### config.mk
export PLATFORM = sky130hd
export DESIGN_NAME = uart_tx_rr_sched_flat
export DESIGN_NICKNAME = d
export VERILOG_FILES = /design/src/rtl/uart_tx_rr_sched_if.sv /design/src/rtl/uart_tx_rr_sched.sv /design/src/flat_wrapper.sv
export SDC_FILE = /design/constraint.sdc
export NUM_CORES = 1
export LEC_CHECK = 0
export ABC_AREA = 1
export CORE_ASPECT_RATIO = 0.6
export CORE_MARGIN = 3
export CORE_UTILIZATION = 48
export DETAILED_ROUTE_END_ITERATION = 10
export PLACE_DENSITY = 0.86
export SYNTH_ARGS = -nofsm -noshare
export SYNTH_HDL_FRONTEND = slang
export SYNTH_SLANG_ARGS = --single-unit
### constraint.sdc
create_clock -name clk -period 3.4 [get_ports clk]
set_input_delay 0.34 -clock clk [delete_from_list [all_inputs] [get_ports clk]]
set_output_delay 0.34 -clock clk [all_outputs]
set_load 0.1 [all_outputs]
### src/rtl/uart_tx_rr_sched_if.sv
// rtl/uart_tx_rr_sched_if.sv - requester and uart_tx side signals of the round-robin TX scheduler
interface uart_tx_rr_sched_if #(
  parameter int N_REQ  = 4,
  parameter int DATA_W = 8
);
  localparam int ID_W = $clog2(N_REQ);

  logic [N_REQ-1:0]        req_valid;
  logic [N_REQ*DATA_W-1:0] req_data;
  logic [N_REQ-1:0]        req_ready;
  logic                    tx_start;
  logic [DATA_W-1:0]       tx_data;
  logic                    tx_active;
  logic [ID_W-1:0]         grant_id;
  logic                    busy;
  logic                    err_timeout;

  // Scheduler side
  modport slave (
    input  req_valid, req_data, tx_active,
    output req_ready, tx_start, tx_data, grant_id, busy, err_timeout
  );

  // Requesters plus uart_tx side
  modport master (
    output req_valid, req_data, tx_active,
    input  req_ready, tx_start, tx_data, grant_id, busy, err_timeout
  );
endinterface

### src/rtl/uart_tx_rr_sched.sv
// rtl/uart_tx_rr_sched.sv - round-robin scheduler sharing one uart_tx among byte requesters
module uart_tx_rr_sched #(
  parameter int N_REQ       = 4,
  parameter int DATA_W      = 8,
  parameter int ACK_TIMEOUT = 16
) (
  input  logic              clk,
  input  logic              rst_n,
  uart_tx_rr_sched_if.slave bus
);
  localparam int ID_W  = $clog2(N_REQ);
  localparam int CNT_W = $clog2(ACK_TIMEOUT + 1);
  localparam logic [CNT_W-1:0] CNT_LAST = CNT_W'(ACK_TIMEOUT - 1);
  localparam logic [ID_W-1:0]  ID_LAST  = ID_W'(N_REQ - 1);

  typedef enum logic [1:0] {
    IDLE    = 2'd0,
    LAUNCH  = 2'd1,
    WAIT_HI = 2'd2,
    WAIT_LO = 2'd3
  } state_t;

  state_t            state;
  state_t            state_nxt;
  logic [ID_W-1:0]   rr_ptr;
  logic [ID_W-1:0]   sel;
  logic              sel_found;
  logic              accept;
  logic              ack_timeout;
  logic [CNT_W-1:0]  ack_cnt;
  logic [DATA_W-1:0] tx_data_q;
  logic [ID_W-1:0]   grant_id_q;
  logic              err_q;

  function automatic logic [ID_W-1:0] wrap_idx(input logic [ID_W-1:0] base, input int k);
    int s;
    s = int'(base) + k;
    if (s >= N_REQ) s = s - N_REQ;
    return ID_W'(s);
  endfunction

  // Pick the first valid requester at or after the round-robin pointer (scan backwards so the nearest wins).
  always_comb begin
    sel       = '0;
    sel_found = 1'b0;
    for (int k = N_REQ - 1; k >= 0; k--) begin
      if (bus.req_valid[wrap_idx(rr_ptr, k)]) begin
        sel       = wrap_idx(rr_ptr, k);
        sel_found = 1'b1;
      end
    end
  end

  // A grant needs an idle scheduler and an idle uart_tx; reset blocks any accept pulse.
  assign accept      = rst_n && (state == IDLE) && !bus.tx_active && sel_found;
  assign ack_timeout = (state == WAIT_HI) && !bus.tx_active && (ack_cnt == CNT_LAST);

  // State register.
  always_ff @(posedge clk or negedge rst_n) begin
    if (!rst_n) state <= IDLE;
    else        state <= state_nxt;
  end

  // Next-state logic: one byte per pass, wait for the uart_tx frame to start and finish.
  always_comb begin
    state_nxt = state;
    case (state)
      IDLE:    if (accept) state_nxt = LAUNCH;
      LAUNCH:  state_nxt = WAIT_HI;
      WAIT_HI: begin
        if (bus.tx_active)    state_nxt = WAIT_LO;
        else if (ack_timeout) state_nxt = IDLE;
      end
      WAIT_LO: if (!bus.tx_active) state_nxt = IDLE;
      default: state_nxt = IDLE;
    endcase
  end

  // Output decode: accept pulse in IDLE, start pulse in LAUNCH.
  always_comb begin
    bus.req_ready = '0;
    if (accept) bus.req_ready[sel] = 1'b1;
    bus.tx_start = (state == LAUNCH);
    bus.busy     = (state != IDLE);
  end

  assign bus.tx_data     = tx_data_q;
  assign bus.grant_id    = grant_id_q;
  assign bus.err_timeout = err_q;

  // Captured byte, grant bookkeeping, start-to-active counter and sticky timeout flag.
  always_ff @(posedge clk or negedge rst_n) begin
    if (!rst_n) begin
      tx_data_q  <= '0;
      grant_id_q <= '0;
      rr_ptr     <= '0;
      ack_cnt    <= '0;
      err_q      <= 1'b0;
    end else begin
      if (accept) begin
        tx_data_q  <= bus.req_data[int'(sel)*DATA_W +: DATA_W];
        grant_id_q <= sel;
        rr_ptr     <= (sel == ID_LAST) ? '0 : sel + 1'b1;
      end
      if (state == LAUNCH) begin
        ack_cnt <= '0;
      end else if ((state == WAIT_HI) && !bus.tx_active) begin
        ack_cnt <= ack_cnt + 1'b1;
      end
      if (ack_timeout) err_q <= 1'b1;
    end
  end
endmodule

### src/flat_wrapper.sv
// flat-port wrapper written by rule: the top's interface ports become plain ports
module uart_tx_rr_sched_flat 
#(
  parameter int N_REQ       = 4,
  parameter int DATA_W      = 8,
  parameter int ACK_TIMEOUT = 16
)
  (clk, rst_n, bus_req_valid, bus_req_data, bus_tx_active, bus_req_ready, bus_tx_start, bus_tx_data, bus_grant_id, bus_busy, bus_err_timeout);
  uart_tx_rr_sched_if #(.N_REQ(N_REQ), .DATA_W(DATA_W)) bus_i ();
  input  logic clk;
  input  logic rst_n;
  input wire logic [$bits(bus_i.req_valid)-1:0] bus_req_valid;
  input wire logic [$bits(bus_i.req_data)-1:0] bus_req_data;
  input wire logic [$bits(bus_i.tx_active)-1:0] bus_tx_active;
  output wire logic [$bits(bus_i.req_ready)-1:0] bus_req_ready;
  output wire logic [$bits(bus_i.tx_start)-1:0] bus_tx_start;
  output wire logic [$bits(bus_i.tx_data)-1:0] bus_tx_data;
  output wire logic [$bits(bus_i.grant_id)-1:0] bus_grant_id;
  output wire logic [$bits(bus_i.busy)-1:0] bus_busy;
  output wire logic [$bits(bus_i.err_timeout)-1:0] bus_err_timeout;
  assign bus_i.req_valid = bus_req_valid;
  assign bus_i.req_data = bus_req_data;
  assign bus_i.tx_active = bus_tx_active;
  assign bus_req_ready = bus_i.req_ready;
  assign bus_tx_start = bus_i.tx_start;
  assign bus_tx_data = bus_i.tx_data;
  assign bus_grant_id = bus_i.grant_id;
  assign bus_busy = bus_i.busy;
  assign bus_err_timeout = bus_i.err_timeout;
  uart_tx_rr_sched #(.N_REQ(N_REQ), .DATA_W(DATA_W), .ACK_TIMEOUT(ACK_TIMEOUT)) u_core (.clk(clk), .rst_n(rst_n), .bus(bus_i));
endmodule
## Yosys cells after proc, flatten, opt, wreduce, memory -nomap -nowiden

Cells that the tools add are included.

- Input port bits: 39
- Output and inout port bits: 17
- Flip-flop bits (word level): 20

- Order comparisons: 10
- Reductions and logical operators: 11
- Shift operators: 1
- Add/subtract/negate cells: 9
- Mux-type cells: 31
- Eq/ne operators: 8

Operator list:

| cell | number |
|---|---|
| 32-bit by 6-bit indexed part select with 8-bit output | 1 |
| 2-bit 2-to-1 mux | 13 |
| 2-bit by 3-bit < comparator with 1-bit output (second input constant) | 5 |
| 5-bit 2-to-1 mux | 2 |
| 3-bit >= comparator (second input constant) | 3 |
| 1-bit 2-to-1 mux | 9 |
| 1-bit binary-select mux with 2-bit select | 4 |
| 2-bit case mux with 4 select lines | 1 |
| 2-bit by 1-bit subtractor with 2-bit output (second input constant) | 4 |
| 2-bit by 2-bit adder with 3-bit output (second input constant) | 2 |
| 2-bit equality test (second input constant) | 3 |
| 1-bit logical AND | 6 |
| 5-bit by 1-bit adder with 5-bit output (second input constant) | 1 |
| 5-bit by 4-bit equality test with 1-bit output (second input constant) | 1 |
| 4-bit 2-to-1 mux | 1 |
| 2-bit nonzero test | 2 |
| 2-bit by 1-bit adder with 3-bit output (second input constant) | 1 |
| 2-bit by 3-bit >= comparator with 1-bit output (second input constant) | 1 |
| 3-bit by 2-bit != test with 1-bit output (second input constant) | 1 |
| 3-bit AND reduction | 1 |
| 2-bit by 1-bit adder with 2-bit output (second input constant) | 1 |
| 1-bit demux with 2-bit select | 1 |
| 2-bit by 1-bit equality test with 1-bit output (second input constant) | 1 |
| 2-bit by 1-bit >= comparator with 1-bit output (second input constant) | 1 |
| other kinds (4) | 4 |

## Logic depth before layout (Yosys ltp)

- Word-level depth: 14
- Depth in mapped cells: 14

## Worst setup path after synthesis

No wires, ideal clock.

- Path type: register to output
- Start: reg u_core.rr_ptr[0]
- End: out bus_req_ready[3]
- Arrival: 2.719 ns
- Slack: 0.341 ns
- Required time: 3.060 ns
- Stages on the path, launching flop included: 11
- Path through: dfrtp_1 > buf_6 > o21ai_1 > nand2_1 > nand3_2 > nand3_2 > nand2_4 > buf_4 > ha_1 > inv_1 > nor2_1

- Cells in the longest elaborated chain, start to end: 14
- Elaborated cells between the ends (all ways): 38
- Those cells by class: 7 x add/sub; 6 x order compare; 23 x mux; 2 x reduce/logical

Ends and longest elaborated chain:

| item | RTL line | text |
|---|---|---|
| start: declaration | uart_tx_rr_sched.sv:25 | `logic [ID_W-1:0] rr_ptr;` |
| start signal: assignment | uart_tx_rr_sched.sv:103 | `rr_ptr <= (sel == ID_LAST) ? '0 : sel + 1'b1;` |
| 2-bit by 2-bit adder with 3-bit output | uart_tx_rr_sched.sv:37 | `s = int'(base) + k;` |
| 3-bit >= comparator / 2-bit by 1-bit subtractor with 2-bit output (equally long branches) | uart_tx_rr_sched.sv:38 | `if (s >= N_REQ) s = s - N_REQ;` |
| 2-bit 2-to-1 mux | uart_tx_rr_sched.sv:38 |  |
| 1-bit binary-select mux with 2-bit select | uart_tx_rr_sched.sv:47 | `if (bus.req_valid[wrap_idx(rr_ptr, k)]) begin` |
| 1-bit 2-to-1 mux (implied by the code) | uart_tx_rr_sched.sv:47 |  |
| 2-bit 2-to-1 mux (3 in a row) | uart_tx_rr_sched.sv:47 |  |
| 2-bit 2-to-1 mux * | uart_tx_rr_sched.sv:47 |  |
| via u_core.sel[0] | uart_tx_rr_sched.sv:26 | `logic [ID_W-1:0] sel;` |
| 2-bit by 3-bit < comparator with 1-bit output (implied by the code) / 2-bit by 1-bit >= comparator with 1-bit output (equally long branches) | uart_tx_rr_sched.sv:82 | `if (accept) bus.req_ready[sel] = 1'b1;` |
| 1-bit logical AND (implied by the code) | uart_tx_rr_sched.sv:82 |  |
| 1-bit 2-to-1 mux (implied by the code) | uart_tx_rr_sched.sv:82 |  |
| 1-bit demux with 2-bit select * | n/a |  |
| 4-bit 2-to-1 mux * | uart_tx_rr_sched.sv:82 |  |
| end: declaration | flat_wrapper.sv:15 | `output wire logic [$bits(bus_i.req_ready)-1:0] bus_req_ready;` |

Mark *: on every way through the listed nets, which the timed path passes. The rest lies on a longest branch. The select of a mux whose other input is x is not followed.

## Worst setup path after layout

- Start: reg u_core.rr_ptr[0]
- End: out bus_req_ready[2]

- Cells in the longest elaborated chain, start to end: 14
- Elaborated cells between the ends (all ways): 38
- Those cells by class: 7 x add/sub; 6 x order compare; 23 x mux; 2 x reduce/logical

Ends and longest elaborated chain:

| item | RTL line |
|---|---|
| 2-bit by 2-bit adder with 3-bit output | uart_tx_rr_sched.sv:37 |
| 3-bit >= comparator / 2-bit by 1-bit subtractor with 2-bit output (equally long branches) | uart_tx_rr_sched.sv:38 |
| 2-bit 2-to-1 mux | uart_tx_rr_sched.sv:38 |
| 1-bit binary-select mux with 2-bit select | uart_tx_rr_sched.sv:47 |
| 1-bit 2-to-1 mux (implied by the code) | uart_tx_rr_sched.sv:47 |
| 2-bit 2-to-1 mux (4 in a row) | uart_tx_rr_sched.sv:47 |
| 2-bit by 3-bit < comparator with 1-bit output (implied by the code) / 2-bit by 1-bit >= comparator with 1-bit output (equally long branches) | uart_tx_rr_sched.sv:82 |
| 1-bit logical AND (implied by the code) | uart_tx_rr_sched.sv:82 |
| 1-bit 2-to-1 mux (implied by the code) | uart_tx_rr_sched.sv:82 |
| 1-bit demux with 2-bit select | n/a |
| 4-bit 2-to-1 mux * | uart_tx_rr_sched.sv:82 |

Every way passes the cells marked *; elsewhere a longest branch is shown, timed or not. The select of a mux whose other input is x is not followed.

==> results.md <==
- Die X: ~79 um
- FF-to-FF setup slack: 1220 ps
- CORE AREA: 0.00295 mm^2
- Syn_area_per_cell: 6.53 um^2
- Total CTS buffers: 3
- Final worst-path cycle share: 0.889
- Slew Viols, Final: 0
- Commonest cells after routing, fill and taps aside: nand2_1 (69), clkdlybuf4s50_1 (51), inv_1 (50)
- Leading cell type in the layout, fill and taps excluded: nand2_1
- End of the critical path: bus_req_ready[2]
- Via count: 1560
- Worst r2r path cells: 10
- Reg2reg end: u_core.rr_ptr[1]
- Gr usage total: 0.203
- Die H: just under 50 um
- Net count reported at finish: between 300 and 400
- Startpoint class of the critical path: register
- DRT iter0 DRCs: 70
- Power Dens Cells: 1020 mW/mm^2
- Number of detailed-route iterations in the first pass: 4
- Hold Crit Class: input port to async pin
- Post-cts sizing count: 0
- Vias per cell: 4.71
- # DRC: 0
- Max-slew headroom: 0.332
- # setup viols final: 0
- Cts hold-fix bufs: 0
- I/O pins: 56
- Worst-Skew Late Latency: 260 ps
- # fillers: about 220
- Reg2reg start: u_core.rr_ptr[0]
- Largest net degree at the start of global routing: 26
- Final worst path period need: 3020 ps
- CTS sink count: 20
- Max-cap violation count: 0
- Leakage: 1.17 nW
- Global route overflow: 0
- Outcome: complete, no violations
- Hold_ws: 410 ps
- Max FO, Critical Path: 25
- Yosys cell types: 27
- Worst vdd ir: 481 uV
- ANT nets after route: 0
- Row count: 15
- Register area share after synthesis: 0.331
- Initial antenna violation count: 0
- Setup_tns: 0 ps
- Final Wtd Congestion: 0.850
- RSZ-0062 raised after global routing: no
- Net Count, Synth: around 280
- Setup Buffers After CTS: 0
- Synthesized area: 0.00151 mm^2
- Max H-tree Level: 1
- Die area: a little under 0.004 mm^2
- Fmax: ~0.33 GHz
- Share of layout cells above drive strength 1: 0.0865
- Port Buffers: 55
- Measured slew at the worst slew-check pin: 999 ps
- CP Capture Type: output pin
- Worst setup path startpoint: u_core.rr_ptr[0]
- DP Wirelength: 2.85 mm
- CTS tree: built
- Total wire length: 3.71 mm
- Max clock buf depth: 2
- Number of global-route vias before repair: 1431
- Starting density of the core: 0.514
- Setup Crit Path Kind: register to output pin
- Non-Filler Instances: 331
- Antenna cells: 0
- CTS Root Cell: clkbuf_8
- Worst EP arrival: 2680 ps
- CP Data Required Time: about 3000 ps
- First-pass GRT wire length: 6.30 mm
- Placed Instances: 327
- Fin. Hold Viols: 0
- FF+latch count, synth: 20
- Yosys Warn Count: 0
- Post-Synthesis Cells: 232
- Reg clk slew, reported paths: 70 ps
- Area delta synth->final: 44.8%
- WL per Instance: 11.2 um
- Clk_skew: 4.87 ps
## layer usage
metal,vias to the layer above,part of all wire,track usage
met5,-,0,0
met4,0,0.015,0.0436
met3,8,0.072,0.0639
met2,61,0.43,0.303
met1,668,0.48,0.289
li1,823,-,-
## stage by stage
step	setup WS (ps)	cell area, um^2	total power, mW	utilization
2_1_floorplan	341	1510	1.71	-
3_3_place_gp	691	2140	2.04	0.725
3_5_place_dp	611	2140	2.05	0.725
4_1_cts	426	2190	2.24	0.744
5_1_grt	155	2190	2.42	0.744
6_report	376	2190	2.24	0.744
## Yosys cell counts
cell type | number | area, um^2
nor2_1 | 16 | 60.1
buf_6 | 2 | 22.5
buf_2 | 1 | 5.00
o21ai_1 | 3 | 15.0
o211ai_1 | 2 | 15.0
nand2_2 | 3 | 18.8
nand3_1 | 33 | 165
dfrtp_1 | 20 | 500
a22o_1 | 1 | 8.76
ha_1 | 6 | 75.1
nor2_2 | 2 | 12.5
or2_0 | 1 | 6.26
or2_2 | 4 | 25.0
nor3_1 | 1 | 5.00
o21a_1 | 1 | 7.51
o22ai_1 | 1 | 6.26
nand2_1 | 69 | 259
o21ai_0 | 5 | 25.0
inv_2 | 1 | 3.75
nand3_2 | 3 | 30.0
o31a_1 | 1 | 8.76
a21oi_1 | 1 | 5.00
o2111ai_1 | 1 | 8.76
inv_1 | 50 | 188
nand2_4 | 2 | 22.5
a21o_1 | 1 | 7.51
buf_4 | 1 | 7.51
## worst min-delay path by stage
stage,from,end,slack (ps)
floorplan,rst_n,u_core.ack_cnt[0],40
global placement,u_core.bus.err_timeout,u_core.bus.err_timeout,440
detailed placement,u_core.bus.err_timeout,u_core.bus.err_timeout,460
CTS,rst_n,u_core.state[0],420
global route,rst_n,u_core.ack_cnt[4],430
finish,rst_n,u_core.state[0],410
## state kept, by name (all words and copies together) (netlist names)
| signal | flops |
|---|---|
| u_core.rr_ptr | 2 |
| u_core.ack_cnt | 5 |
| u_core.state | 2 |
| u_core.bus.err_timeout | 1 |
| u_core.bus.grant_id | 2 |
| u_core.bus.tx_data | 8 |
## report_power, final
part	switching, mW	internal, mW
sequential	0.0922	0.331
clock	0.0748	0.103
combinational	1.17	0.476
## cells by family (layout without fill, tap and decap cells)
logic type               after synthesis  count (layout)  share of synthesized area
AO/OA/AOI/OAI                         17              17                     0.0711
AND/OR/NAND/NOR                      134             134                      0.399
adder cells (fa/ha/maj)                6               6                     0.0496
buffers and inverters                 55             112                      0.150
flip-flops                            20              20                      0.331
## layout make-up
cell class                 count  area (um^2)  share of cell area
inverter                      51          191              0.0873
multi-input combinational    157          787               0.359
timing repair buffer          57          606               0.276
sequential                    20          500               0.228
tap                           42         52.6              0.0240
clock buffer                   4         55.1              0.0251
## worst max-delay path, stage by stage, from the launching register on
cell and delay, ps:
dfrtp_1 610, inv_1 150, nand2_1 140, nand3_1 120, nand2_1 120, nand3_2 90, nand3_2 160, nand2_4 180
inv_1 210, ha_1 170, inv_1 40, nor2_1 200, buf_12 210
(Power assumes the default switching activity.)
